--- config.mk ---
export PLATFORM = sky130hd
export DESIGN_NAME = lif_scheduler
export DESIGN_NICKNAME = d
export VERILOG_FILES = /design/src/rtl/lif_pkg.sv /design/src/rtl/lif_update.sv /design/src/rtl/lif_scheduler.sv
export SDC_FILE = /design/constraint.sdc
export NUM_CORES = 1
export LEC_CHECK = 0
export ABC_AREA = 1
export CAP_MARGIN = 20
export CORE_UTILIZATION = 35
export CTS_CLUSTER_DIAMETER = 60
export DETAILED_ROUTE_END_ITERATION = 7
export HOLD_SLACK_MARGIN = 0.02
export PLACE_DENSITY_LB_ADDON = 0.3
export SYNTH_ARGS = -nofsm -noshare
export SYNTH_HDL_FRONTEND = slang
export SYNTH_SLANG_ARGS = --single-unit
--- constraint.sdc ---
create_clock -name clk -period 8 [get_ports clk]
set_input_delay 0.8 -clock clk [delete_from_list [all_inputs] [get_ports clk]]
set_output_delay 0.8 -clock clk [all_outputs]
set_load 0.1 [all_outputs]
--- src/rtl/lif_pkg.sv ---
// Shared types and defaults for the time-multiplexed LIF neuron scheduler.
// Holds the default datapath widths, the sweep FSM state encoding and the
// saturating adder used by the single-neuron update datapath.
package lif_pkg;

    localparam int W_DEF          = 8;
    localparam int LEAK_SHIFT_DEF = 2;
    localparam int REFRAC_DEF     = 2;

    typedef enum logic [1:0] {
        ST_IDLE = 2'd0,
        ST_CALC = 2'd1,
        ST_DONE = 2'd2
    } state_t;

    // Unsigned add clamped to max_val. Operands are at most 32 bits wide, so
    // the 33-bit sum can never wrap before the clamp is applied.
    function automatic logic [32:0] sat_add(input logic [32:0] a,
                                            input logic [32:0] b,
                                            input logic [32:0] max_val);
        logic [32:0] s;
        s = a + b;
        return (s > max_val) ? max_val : s;
    endfunction

endpackage

--- src/rtl/lif_update.sv ---
// Purpose: one leaky integrate-and-fire neuron update, purely combinational.
// Latency: zero cycles (result is consumed by the caller's write-back edge).
// Backpressure: none; a fresh result is produced for every operand set.
// Ports: v/ref_cnt = current membrane and refractory count, isyn = input
// current, threshold = firing level; v_next/ref_next/spike = updated state.
module lif_update
    import lif_pkg::*;
#(
    parameter int W          = W_DEF,
    parameter int LEAK_SHIFT = LEAK_SHIFT_DEF,
    parameter int REFRAC     = REFRAC_DEF,
    parameter int RW         = 2
) (
    input  logic [W-1:0]  v,
    input  logic [RW-1:0] ref_cnt,
    input  logic [W-1:0]  isyn,
    input  logic [W-1:0]  threshold,
    output logic [W-1:0]  v_next,
    output logic [RW-1:0] ref_next,
    output logic          spike
);

    logic [W-1:0] leaked;
    logic [W-1:0] sum;

    always_comb begin
        // v - (v >> LEAK_SHIFT) never underflows, so W bits are enough here.
        leaked = v - (v >> LEAK_SHIFT);
        sum    = W'(sat_add(33'(leaked), 33'(isyn),
                            {{(33-W){1'b0}}, {W{1'b1}}}));

        v_next   = sum;
        ref_next = '0;
        spike    = 1'b0;
        if (ref_cnt != '0) begin
            // Refractory: membrane is clamped and the input current ignored.
            v_next   = '0;
            ref_next = ref_cnt - RW'(1);
        end else if (sum >= threshold) begin
            v_next   = '0;
            ref_next = RW'(REFRAC);
            spike    = 1'b1;
        end
    end

endmodule

--- src/rtl/lif_scheduler.sv ---
// Purpose: sweeps NUM_NEURONS LIF neurons through one shared update datapath
// per timestep tick; latency N+2 cycles from tick accept to done/spikes.
// Backpressure: ticks arriving mid-sweep are dropped and flagged on overrun.
// Ports: clk/rst (sync, active high); tick + ext_current/weight/threshold are
// sampled on accept; busy, done (pulse), spikes (last timestep), overrun (pulse).
module lif_scheduler
    import lif_pkg::*;
#(
    parameter int NUM_NEURONS = 4,
    parameter int W           = W_DEF,
    parameter int LEAK_SHIFT  = LEAK_SHIFT_DEF,
    parameter int REFRAC      = REFRAC_DEF
) (
    input  logic                   clk,
    input  logic                   rst,
    input  logic                   tick,
    input  logic [W-1:0]           ext_current,
    input  logic [W-1:0]           weight,
    input  logic [W-1:0]           threshold,
    output logic                   busy,
    output logic                   done,
    output logic [NUM_NEURONS-1:0] spikes,
    output logic                   overrun
);

    localparam int RW = (REFRAC > 0) ? $clog2(REFRAC + 1) : 1;
    localparam int IW = $clog2(NUM_NEURONS);

    state_t                 state_q, state_d;
    logic [IW-1:0]          idx_q, idx_d;
    logic [W-1:0]           v_q [NUM_NEURONS];
    logic [W-1:0]           v_d [NUM_NEURONS];
    logic [RW-1:0]          ref_q [NUM_NEURONS];
    logic [RW-1:0]          ref_d [NUM_NEURONS];
    logic [NUM_NEURONS-1:0] spk_next_q, spk_next_d;
    logic [NUM_NEURONS-1:0] spikes_q, spikes_d;
    logic [W-1:0]           ext_q, ext_d;
    logic [W-1:0]           weight_q, weight_d;
    logic [W-1:0]           thr_q, thr_d;
    logic                   busy_q, busy_d;
    logic                   done_q, done_d;
    logic                   overrun_q, overrun_d;

    logic [W-1:0]           cur_v, cur_isyn, upd_v;
    logic [RW-1:0]          cur_ref, upd_ref;
    logic                   upd_spike;

    // Operand fetch for the neuron at idx_q. Neurons k>0 read the published
    // vector, not spk_next, so the result does not depend on sweep order.
    always_comb begin
        cur_v    = '0;
        cur_ref  = '0;
        cur_isyn = ext_q;
        for (int i = 0; i < NUM_NEURONS; i++) begin
            if (idx_q == IW'(i)) begin
                cur_v   = v_q[i];
                cur_ref = ref_q[i];
            end
        end
        for (int k = 1; k < NUM_NEURONS; k++) begin
            if (idx_q == IW'(k)) begin
                cur_isyn = spikes_q[k-1] ? weight_q : '0;
            end
        end
    end

    lif_update #(
        .W          (W),
        .LEAK_SHIFT (LEAK_SHIFT),
        .REFRAC     (REFRAC),
        .RW         (RW)
    ) u_update (
        .v         (cur_v),
        .ref_cnt   (cur_ref),
        .isyn      (cur_isyn),
        .threshold (thr_q),
        .v_next    (upd_v),
        .ref_next  (upd_ref),
        .spike     (upd_spike)
    );

    always_comb begin
        state_d    = state_q;
        idx_d      = idx_q;
        v_d        = v_q;
        ref_d      = ref_q;
        spk_next_d = spk_next_q;
        spikes_d   = spikes_q;
        ext_d      = ext_q;
        weight_d   = weight_q;
        thr_d      = thr_q;
        busy_d     = busy_q;
        done_d     = 1'b0;
        overrun_d  = 1'b0;

        case (state_q)
            ST_IDLE: begin
                if (tick) begin
                    ext_d    = ext_current;
                    weight_d = weight;
                    thr_d    = threshold;
                    idx_d    = '0;
                    busy_d   = 1'b1;
                    state_d  = ST_CALC;
                end
            end
            ST_CALC: begin
                overrun_d = tick;
                for (int i = 0; i < NUM_NEURONS; i++) begin
                    if (idx_q == IW'(i)) begin
                        v_d[i]        = upd_v;
                        ref_d[i]      = upd_ref;
                        spk_next_d[i] = upd_spike;
                    end
                end
                if (idx_q == IW'(NUM_NEURONS - 1)) begin
                    state_d = ST_DONE;
                end else begin
                    idx_d = idx_q + IW'(1);
                end
            end
            ST_DONE: begin
                overrun_d = tick;
                spikes_d  = spk_next_q;
                done_d    = 1'b1;
                busy_d    = 1'b0;
                state_d   = ST_IDLE;
            end
            default: begin
                busy_d  = 1'b0;
                state_d = ST_IDLE;
            end
        endcase
    end

    always_ff @(posedge clk) begin
        if (rst) begin
            state_q    <= ST_IDLE;
            idx_q      <= '0;
            for (int i = 0; i < NUM_NEURONS; i++) begin
                v_q[i]   <= '0;
                ref_q[i] <= '0;
            end
            spk_next_q <= '0;
            spikes_q   <= '0;
            ext_q      <= '0;
            weight_q   <= '0;
            thr_q      <= '0;
            busy_q     <= 1'b0;
            done_q     <= 1'b0;
            overrun_q  <= 1'b0;
        end else begin
            state_q    <= state_d;
            idx_q      <= idx_d;
            v_q        <= v_d;
            ref_q      <= ref_d;
            spk_next_q <= spk_next_d;
            spikes_q   <= spikes_d;
            ext_q      <= ext_d;
            weight_q   <= weight_d;
            thr_q      <= thr_d;
            busy_q     <= busy_d;
            done_q     <= done_d;
            overrun_q  <= overrun_d;
        end
    end

    assign busy    = busy_q;
    assign done    = done_q;
    assign spikes  = spikes_q;
    assign overrun = overrun_q;

endmodule

; After elaboration in Yosys (flattened, before gate mapping)
; Cells that the tools add are included.
[totals]
regBits = 79
inputBits = 27
output_inout_bits = 7
wordCells = 81
[op_classes]
n_addsub = 4
n_lt_le_gt_ge = 2
n_eq_ne = 8
n_mux = 30
bitwise = 2
n_reduce_logical = 14
[ops]
columns = operator, count
row1 = 8-bit 2-to-1 mux, 13
row2 = 2-bit 2-to-1 mux, 10
row3 = 2-bit AND reduction, 7
row4 = 8-bit by 8-bit adder with 9-bit output, 1
row5 = 9-bit by 8-bit greater-than comparator with 1-bit output (second input constant), 1
row6 = 8-bit >= comparator, 1
row7 = 2-bit case mux with 2 select lines, 2
row8 = 8-bit by 6-bit subtractor with 8-bit output, 1
row9 = 2-bit equality test (second input constant), 3
row10 = 2-bit != test (second input constant), 3
row11 = 2-bit by 1-bit equality test with 1-bit output (second input constant), 2
row12 = 2-bit zero test, 2
row13 = 1-bit 2-to-1 mux, 4
row14 = 2-bit nonzero test, 2
row15 = 2-bit OR reduction, 2
row16 = 3-bit AND reduction, 1
row17 = 2-bit by 1-bit adder with 2-bit output (second input constant), 1
row18 = 1-bit NOT, 2
row19 = 1-bit case mux with 2 select lines, 1
row20 = 2-bit by 1-bit subtractor with 2-bit output (second input constant), 1

; Logic depth before layout (Yosys ltp)
; Gate-level depths: netlist (run 1).
[logic_depth]
depth_word = 12
depth_mapped = 35
ltp_nobuf = 34

; Cells and area by module
; A second synthesis (run 1) with hierarchy kept.
[hier_totals]
cells_unflattened = 724
area_unflattened_um2 = 4662.0
[by_module_without_submodules]
columns = module, n_inst, cells_per_inst, area_each_um2, seq_area_each_um2
row1 = lif_scheduler, 1, 524, 3564.7, 1581.5
row2 = lif_update, 1, 200, 1097.3, 0.0

; Worst setup path before layout (run 1)
; No wires, ideal clock.
[synth_timing]
path_kind = reg2reg
from = reg idx_q[1]
to = reg ref_q[1] in the netlist's numbering
setup_ns = 0.056
arrival_ns = 4.530
required_time_ns = 7.944
path_slack_ns = 3.414
path_stages_with_launch = 30
path_buffers = 1
synth_period_minus_slack_ns = 4.586
cell_sequence = dfxtp_1 > inv_1 > ha_1 > inv_2 > buf_2 > nor2_1 > o31ai_1 > o21a_1 > inv_1 > ha_1 > inv_1 > nor2_1 > a21oi_1 > nand2_1 > nand2_1 > nand2_1 > ha_1 > a21oi_1 > o21ai_0 > nor2_1 > nand3_1 > ha_1 > nand2_1 > nor2_1 > nand4_1 > o2111ai_1 > nand3_1 > nand3_1 > nand2_1 > inv_1
[synth_via]
elab_chain_len = 12
elab_cells_between_ends = 25
classes_between = 3 x add/sub / 2 x order compare / 3 x eq/ne / 14 x mux / 3 x reduce/logical
[synth_lines]
columns = element, line
row1 = "start, declared", lif_scheduler.sv:30  ; logic [IW-1:0] idx_q, idx_d;
row2 = "start signal, assigned", lif_scheduler.sv:154  ; idx_q <= idx_d;
row3 = 2-bit zero test, lif_scheduler.sv:55  ; if (idx_q == IW'(i)) begin
row4 = 8-bit 2-to-1 mux (4 in a row), lif_scheduler.sv:55
row5 = 8-bit by 6-bit subtractor with 8-bit output, lif_update.sv:28  ; leaked = v - (v >> LEAK_SHIFT);
row6 = 8-bit by 8-bit adder with 9-bit output, lif_pkg.sv:22  ; s = a + b;
row7 = 9-bit by 8-bit greater-than comparator with 1-bit output, lif_pkg.sv:23  ; return (s > max_val) ? max_val : s;
row8 = 8-bit 2-to-1 mux, lif_pkg.sv:23
row9 = 8-bit >= comparator, lif_update.sv:39  ; end else if (sum >= threshold) begin
row10 = 2-bit 2-to-1 mux, lif_update.sv:39
row11 = 2-bit 2-to-1 mux, lif_update.sv:35  ; if (ref_cnt != '0) begin
row12 = "end signal, assigned", lif_scheduler.sv:156  ; ref_q <= ref_d;
row13 = "end, declared", lif_scheduler.sv:33  ; logic [RW-1:0] ref_q [NUM_NEURONS];
; Parallel ways exist; a longest one is shown, timed or not.
; A chain may end at the register's enable or synchronous reset.

; Worst setup path in the final report (run 1)
[layout_timing]
from = reg idx_q[0]
to = reg ref_q[5] in the netlist's numbering
; The elaborated chain is that of the path after synthesis.

==> impl_results.md, run 1 <==
* Status: complete, no violations
* Post-synth ARST share at 0
* Xor/xnor share of the synthesized area at 0.00969
* Commonest non-fill, non-tap cell in the layout: nand2_1
* Initial antenna violation count at 0
* Syn Area/Cell at 7.00 µm²
* First-pass GRT wire length at around 19000 µm
* Syn Inst Count at between 600 and 700
* Die area at between 10000 and 15000 µm²
* Ys flop type: dfxtp_1
* Clk root buf: clkbuf_16
* Setup TNS at 0 ns
* Resize count post-CTS at 0
* Worst Setup End Kind: register
* Total grt overflow at 0
* Final period utilization at 0.710
* Crit path DAT at 5.97 ns
* CTS H-tree lvls at 3
* CP Max Fanout at 17
* Vias in the first global route at approximately 4000
* Die Height at around 120 µm
* Commonest cells after routing, fill and taps aside: nand2_1, o21ai_0, a21oi_1, dfxtp_1, inv_1
* Max-slew violations at 0
* Synthesis-to-finish area growth at 15.7%
* DP Worst Slack at approximately 2.4 ns
* Final hold violation count at 0
* Multiplexer area fraction after synthesis at 0
* Setup Viol. Count Final at 0
* Max VDD drop at between 0.00015 and 0.0002 V
* Row count at 41
* CTS tree: done
* Synth unique cells at 38
* Layout cells sized above 1 at 0.0780
* Max stage delay on crit path at 0.66 ns
* Setup Crit Path Kind: reg -> reg
* Netlist Area Pre-Place at about 4500 µm²
* Tmin final at around 5.7 ns
* Max Cap Viol at 0
* Unrepaired setup endpoints after global routing: no
* Synth Net Count at 700
* Largest net degree at the start of global routing at 40
* Hold_ws at around 0.47 ns
* Yosys warning count at 0
* Post-CTS Setup Inserts at 0
* Clock sink count at between 70 and 80
* Total track usage at 0.179
* Power per standard cell area at 291 nW/µm²
* Clock Latency Late Sink at about 0.34 ns
* Routed WL at 11100 µm
* TritonRoute pass-1 iters at 6
* Critical Path RT at approximately 8.3 ns
* Final Non-Filler Cells at 839
* Number of synthesized flops with an enable pin at 0
* Die X at approximately 120 µm
* Ports at 34
* Final Total Pwr at 0.00152 W
* Clock Skews at between 0.01 and 0.015 ns
* Leakage at about 2.4 nW
* ANT cells at 0
* Slew Limit Headroom at 0.348
* Complex-gate fraction of the synthesized area at 0.231
* Fin worst setup slack at 2.32 ns
* Startpoint types: register
* Post-synthesis sequential area ratio at 0.350
* Slew @ Worst Pin at 0.975 ns
* Initial DRC count at ~240
* Via-to-Cell Ratio at 4.96
* Reg-to-reg slack, setup at between 2 and 2.5 ns
* Most common cell on crit path: nand2_1
* Inst Count DP at a little over 800
* Final net count at around 720
* Clock buffer depth at 2
* Clock-pin slew on the worst setup and hold paths at approximately 0.06 ns
* Initial core utilization at 0.358
* CP max-delay cell: ha_1
* Vias at about 4200
* Post-synthesis register bit count at between 70 and 80
* Largest family of logic cells by synthesized area: simple AND/OR/NAND/NOR gates
* IO buf count at 33
* Highest Clock Rate at approximately 0.18 GHz
* Dpl hpwl at ~8200 µm
* Simple-Gate Fraction of Synth Area at 0.233
* TritonCTS Buffers at 9
* Drt drc at 0
* Post-route ant nets at 0
* Post-Synth Adder-Cell Area at 0.0764
* Core area at between 10000 and 15000 µm²
* GPL Wtd Cong at approximately 0.86
* Wire per inst at ~13 µm
* CTS Hold Bufs at 0
* Min-delay worst type: reg -> reg
## layer usage
metal,part of all wire,routed length [µm],global-route usage
met5,0,0,0
met4,0.012,131,0.0573
met3,0.037,413,0.0293
met2,0.48,5310,0.301
met1,0.47,5280,0.234
## cell usage after synthesis, types with 3 or more instances
cell type | instances | area, µm²
o21ai_0 | 88 | 440
buf_4 | 3 | 22.5
inv_2 | 3 | 11.3
a21oi_1 | 81 | 405
ha_1 | 26 | 325
dfxtp_1 | 79 | 1580
nand2_4 | 8 | 90.1
xor2_1 | 4 | 35.0
clkbuf_1 | 20 | 75.1
nor2_1 | 67 | 251
buf_6 | 3 | 33.8
nor3_1 | 3 | 15.0
o31ai_1 | 3 | 22.5
nand2_1 | 107 | 402
nand3_1 | 33 | 165
o21ai_1 | 3 | 15.0
nand2_2 | 6 | 37.5
nand4_1 | 4 | 25.0
inv_1 | 74 | 278
a21oi_2 | 7 | 61.3
o211ai_1 | 3 | 22.5
## state kept, by name (all words and copies together), names as in the netlist
signal      cells
overrun         1
busy            1
v_q            32
done            1
weight_q        8
ref_q           8
ext_q           8
idx_q           2
spk_next_q      4
spikes          4
state_q         2
thr_q           8
## area by class of cell
type,count,area (µm²)
Timing Repair Buffer,35,365
Sequential cell,79,1580
Tap cell,172,215
Fill cell,1331,7390
Inverter,77,289
Multi-Input combinational cell,460,2490
Clock inverter,7,62.6
Clock buffer,9,225
## power by group
part | leakage (nW) | internal [W] | switching [W]
logic | 1.58 | 0.000231 | 0.000471
registers | 0.645 | 0.000415 | 0.0000110
clock network | 0.139 | 0.000217 | 0.000177
## through the flow
step	area, µm²	util
3_5_place_dp	4910	0.389
3_3_place_gp	4910	0.389
2_1_floorplan	4520	-
4_1_cts	5200	0.412
6_report	5230	0.414
5_1_grt	5230	0.414
## worst paths after layout
kind	endpoint	cells past startpoint	from
max reg2reg	ref_q[5]$_SDFFE_PP0P_	30	idx_q[0]$_SDFFE_PP0P_
max	ref_q[5]$_SDFFE_PP0P_	30	idx_q[0]$_SDFFE_PP0P_
min reg2reg	thr_q[1]$_SDFFE_PP0P_	2	thr_q[1]$_SDFFE_PP0P_
min	thr_q[1]$_SDFFE_PP0P_	2	thr_q[1]$_SDFFE_PP0P_
## cells by family (layout without fill, tap and decap cells)
logic type	after synthesis	after routing
buf+inv	107	128
fa+ha+maj	27	27
compound gates	193	193
flops	79	79
xor+xnor	5	5
simple gates	235	235
## worst max-delay path, delay by kind of cell (launching register included)
kind / cells / cell delay [ns]
AOI/OAI and AO/OA: 4 / 0.96
xor gates and xnor gates: 1 / 0.19
adders and majority gates: 4 / 1.50
buffers and inverters: 6 / 0.65
DFF: 1 / 0.34
and+or+nand+nor: 15 / 2.00
Note: power is estimated with default switching activity, not from simulation.
==> run 2, diff against run 1 <==
clock period = 5.3 ns   (was 8 ns; I/O delays follow)
==> impl_results.md, run 2 (synthesis gave the netlist of run 1 again) <==
* CTS H-tree lvls at 3 (unchanged)
* Vias in the first global route at 3963 (-0.15%)
* Max stage delay on crit path at 0.35 ns (-0.31 ns)
* Largest net degree at the start of global routing at 41 (+2.5%)
* Highest Clock Rate at 0.201 GHz (+14%)
* Tmin final at 4.98 ns (-0.706 ns)
* Clock sink count at 79 (unchanged)
* Hold_sp: thr_q[4]$_SDFFE_PP0P_
* Setup Crit Path Kind: reg -> reg
* Die X at 116 µm (unchanged)
* Final Total Pwr at 0.00257 W (+69%)
* DP Worst Slack at -0.0252 ns (-2.41 ns)
* Total track usage at 0.180 (+0.000851)
* Most common cell on crit path: nand2_1
* TritonRoute pass-1 iters at 5 (-1)
* Startpoint types: register
* Clock buffer depth at 2 (unchanged)
* Critical Path RT at 5.56 ns (-2.73 ns)
* Min-delay worst type: reg -> reg
* Combinational power share at 0.475 (+0.014)
* Row count at 41 (unchanged)
* Final net count at 726 (+1.4%)
* Clock Latency Late Sink at 0.34 ns (about the same)
* Fin worst setup slack at 0.323 ns (-1.99 ns)
* Via-to-Cell Ratio at 5.01 (+0.84%)
* Post-route ant nets at 0 (unchanged)
* Setup TNS at 0 ns (unchanged)
* Largest register FFs at 32 (unchanged)
* CP Max Fanout at 14 (-3)
* Status: complete, no violations
* Clock Power Share at 0.275 (+0.016)
* Clk root buf: clkbuf_16
* Fill cell count at 1280 (-3.8%)
* Synthesis-to-finish area growth at 20.3%
* Total grt overflow at 0 (unchanged)
* Largest Register: v_q
* IO buf count at 33 (unchanged)
* Clock-pin slew on the worst setup and hold paths at 0.06 ns (about the same)
* Slew @ Worst Pin at 0.972 ns (-0.00290 ns)
* Setup Viol. Count Final at 0 (unchanged)
* Wire per inst at 13.5 µm (+1.5%)
* Net Sw Power at 0.00103 W (+56%)
* CP max-delay cell: dfxtp_2
* Drt drc at 0 (unchanged)
* Commonest cells after routing, fill and taps aside: nand2_1, o21ai_0, a21oi_1, dfxtp_1, inv_1
* Crit path DAT at 5.23 ns (-0.74 ns)
* ANT cells at 0 (unchanged)
* CTS tree: done
* Max VDD drop at 0.000209 V (+39%)
* Layout cells sized above 1 at 0.107 (+0.0285)
* Power per standard cell area at 472 nW/µm² (+62%)
* Area occupied by multi-input gates at 2560 µm² (+2.8%)
* Worst Setup End Kind: register
* Dpl hpwl at 8270 µm (+0.78%)
* Reg-to-Reg Start: idx_q[1]$_SDFFE_PP0P_
* Die Height at 116 µm (unchanged)
* Final hold violation count at 0 (unchanged)
* TritonCTS Buffers at 9 (unchanged)
* Final Cell Area at 5440 µm² (+4.0%)
* Int Power at 0.00154 W (+78%)
* Die area at 13400 µm² (unchanged)
* Slew Limit Headroom at 0.350 (+0.00194)
* Routed WL at 11400 µm (+2.6%)
* Register area at 1580 µm² (about the same)
* Initial antenna violation count at 0 (unchanged)
* Share of power burned in registers at 0.250 (-0.030)
* Leakage at 2.44 nW (+3.6%)
* Switching portion of total power at 0.401 (-0.0317)
* Max-slew violations at 0 (unchanged)
* Hold_ws at 0.474 ns (+0.00442 ns)
* Core area at 12600 µm² (unchanged)
* Worst Setup SP: idx_q[1]$_SDFFE_PP0P_
* Final period utilization at 0.939 (+0.229)
* GPL Wtd Cong at 0.905 (+5.7%)
* CTS Hold Bufs at 0 (unchanged)
* Commonest non-fill, non-tap cell in the layout: nand2_1
* Ports at 34 (unchanged)
* Clock Skews at 0.00554 ns (-0.00644 ns)
* First-pass GRT wire length at 18900 µm (+0.59%)
* Vias at 4245 (+1.9%)
* Placed inst area at 4970 µm² (+1.1%)
* Initial DRC count at 194 (-20%)
* Initial core utilization at 0.358 (unchanged)
* Max Cap Viol at 0 (unchanged)
-- run 2: cell types whose count changed in the layout (fill, tap and decap cells not counted), sizes merged --
| cell | delta |
|---|---|
| clkinv | -1 |
| inv | -4 |
| clkbuf | +1 |
| buf | +10 |
| bufinv | +3 |
-- run 2: worst max-delay path: cells and delay by family, from the launching register on --
| family | cells | cell delay, ns |
|---|---|---|
| buffers and inverters | 5 | 0.65 |
| AOI/OAI and AO/OA | 8 | 1.38 |
| adders and majority gates | 4 | 1.14 |
| DFF | 1 | 0.35 |
| and+or+nand+nor | 11 | 1.37 |
-- run 2: worst paths after layout --
path | endpoint | slack (ns) | depth (start not counted)
max | v_q[26]$_SDFFE_PP0P_ | 0.32 | 28
min | thr_q[4]$_SDFFE_PP0P_ | 0.47 | 2
max reg2reg | v_q[26]$_SDFFE_PP0P_ | 0.32 | 28
min reg2reg | thr_q[4]$_SDFFE_PP0P_ | 0.47 | 2
-- run 2: final cells by class --
cell class	count	area share
inverter	77	0.0536
tap	172	0.0396
clock buffer	10	0.0421
clock inverter	5	0.0196
multi-input combinational	460	0.471
timing repair buffer	45	0.0833
sequential	79	0.291
-- run 2: metal layers --
layer	global-route usage	vias up	wire [µm]	share of wire
li1	-	2178	-	-
met1	0.243	1956	5490	0.48
met2	0.291	94	5250	0.46
met3	0.0230	17	484	0.042
met4	0.0709	0	204	0.018
met5	0	-	0	0
-- run 2: timing repair --
| item | 4_1_cts | 5_1_grt |
|---|---|---|
| pin swaps | 0 | 2 |
| gates cloned | 0 | 0 |
| buffers inserted | 2 | 1 |
| endpoints found under the setup margin | 40 | 40 |
| gates resized for setup | 1 | 15 |
-- run 2: power groups by stage --
stage          logic (W)  registers (W)  clock network (W)
6_report         0.00122       0.000642           0.000705
5_1_grt          0.00135       0.000645           0.000740
4_1_cts          0.00113       0.000642           0.000712
3_5_place_dp     0.00104       0.000655                  0
3_3_place_gp     0.00103       0.000654                  0
2_1_floorplan   0.000807       0.000657                  0
-- run 2: per-stage QoR --
step,cells,util
after floorplan,646,-
after detailed placement,829,0.394
after global placement,829,0.394
after global routing,848,0.431
final,848,0.431
after CTS,846,0.423
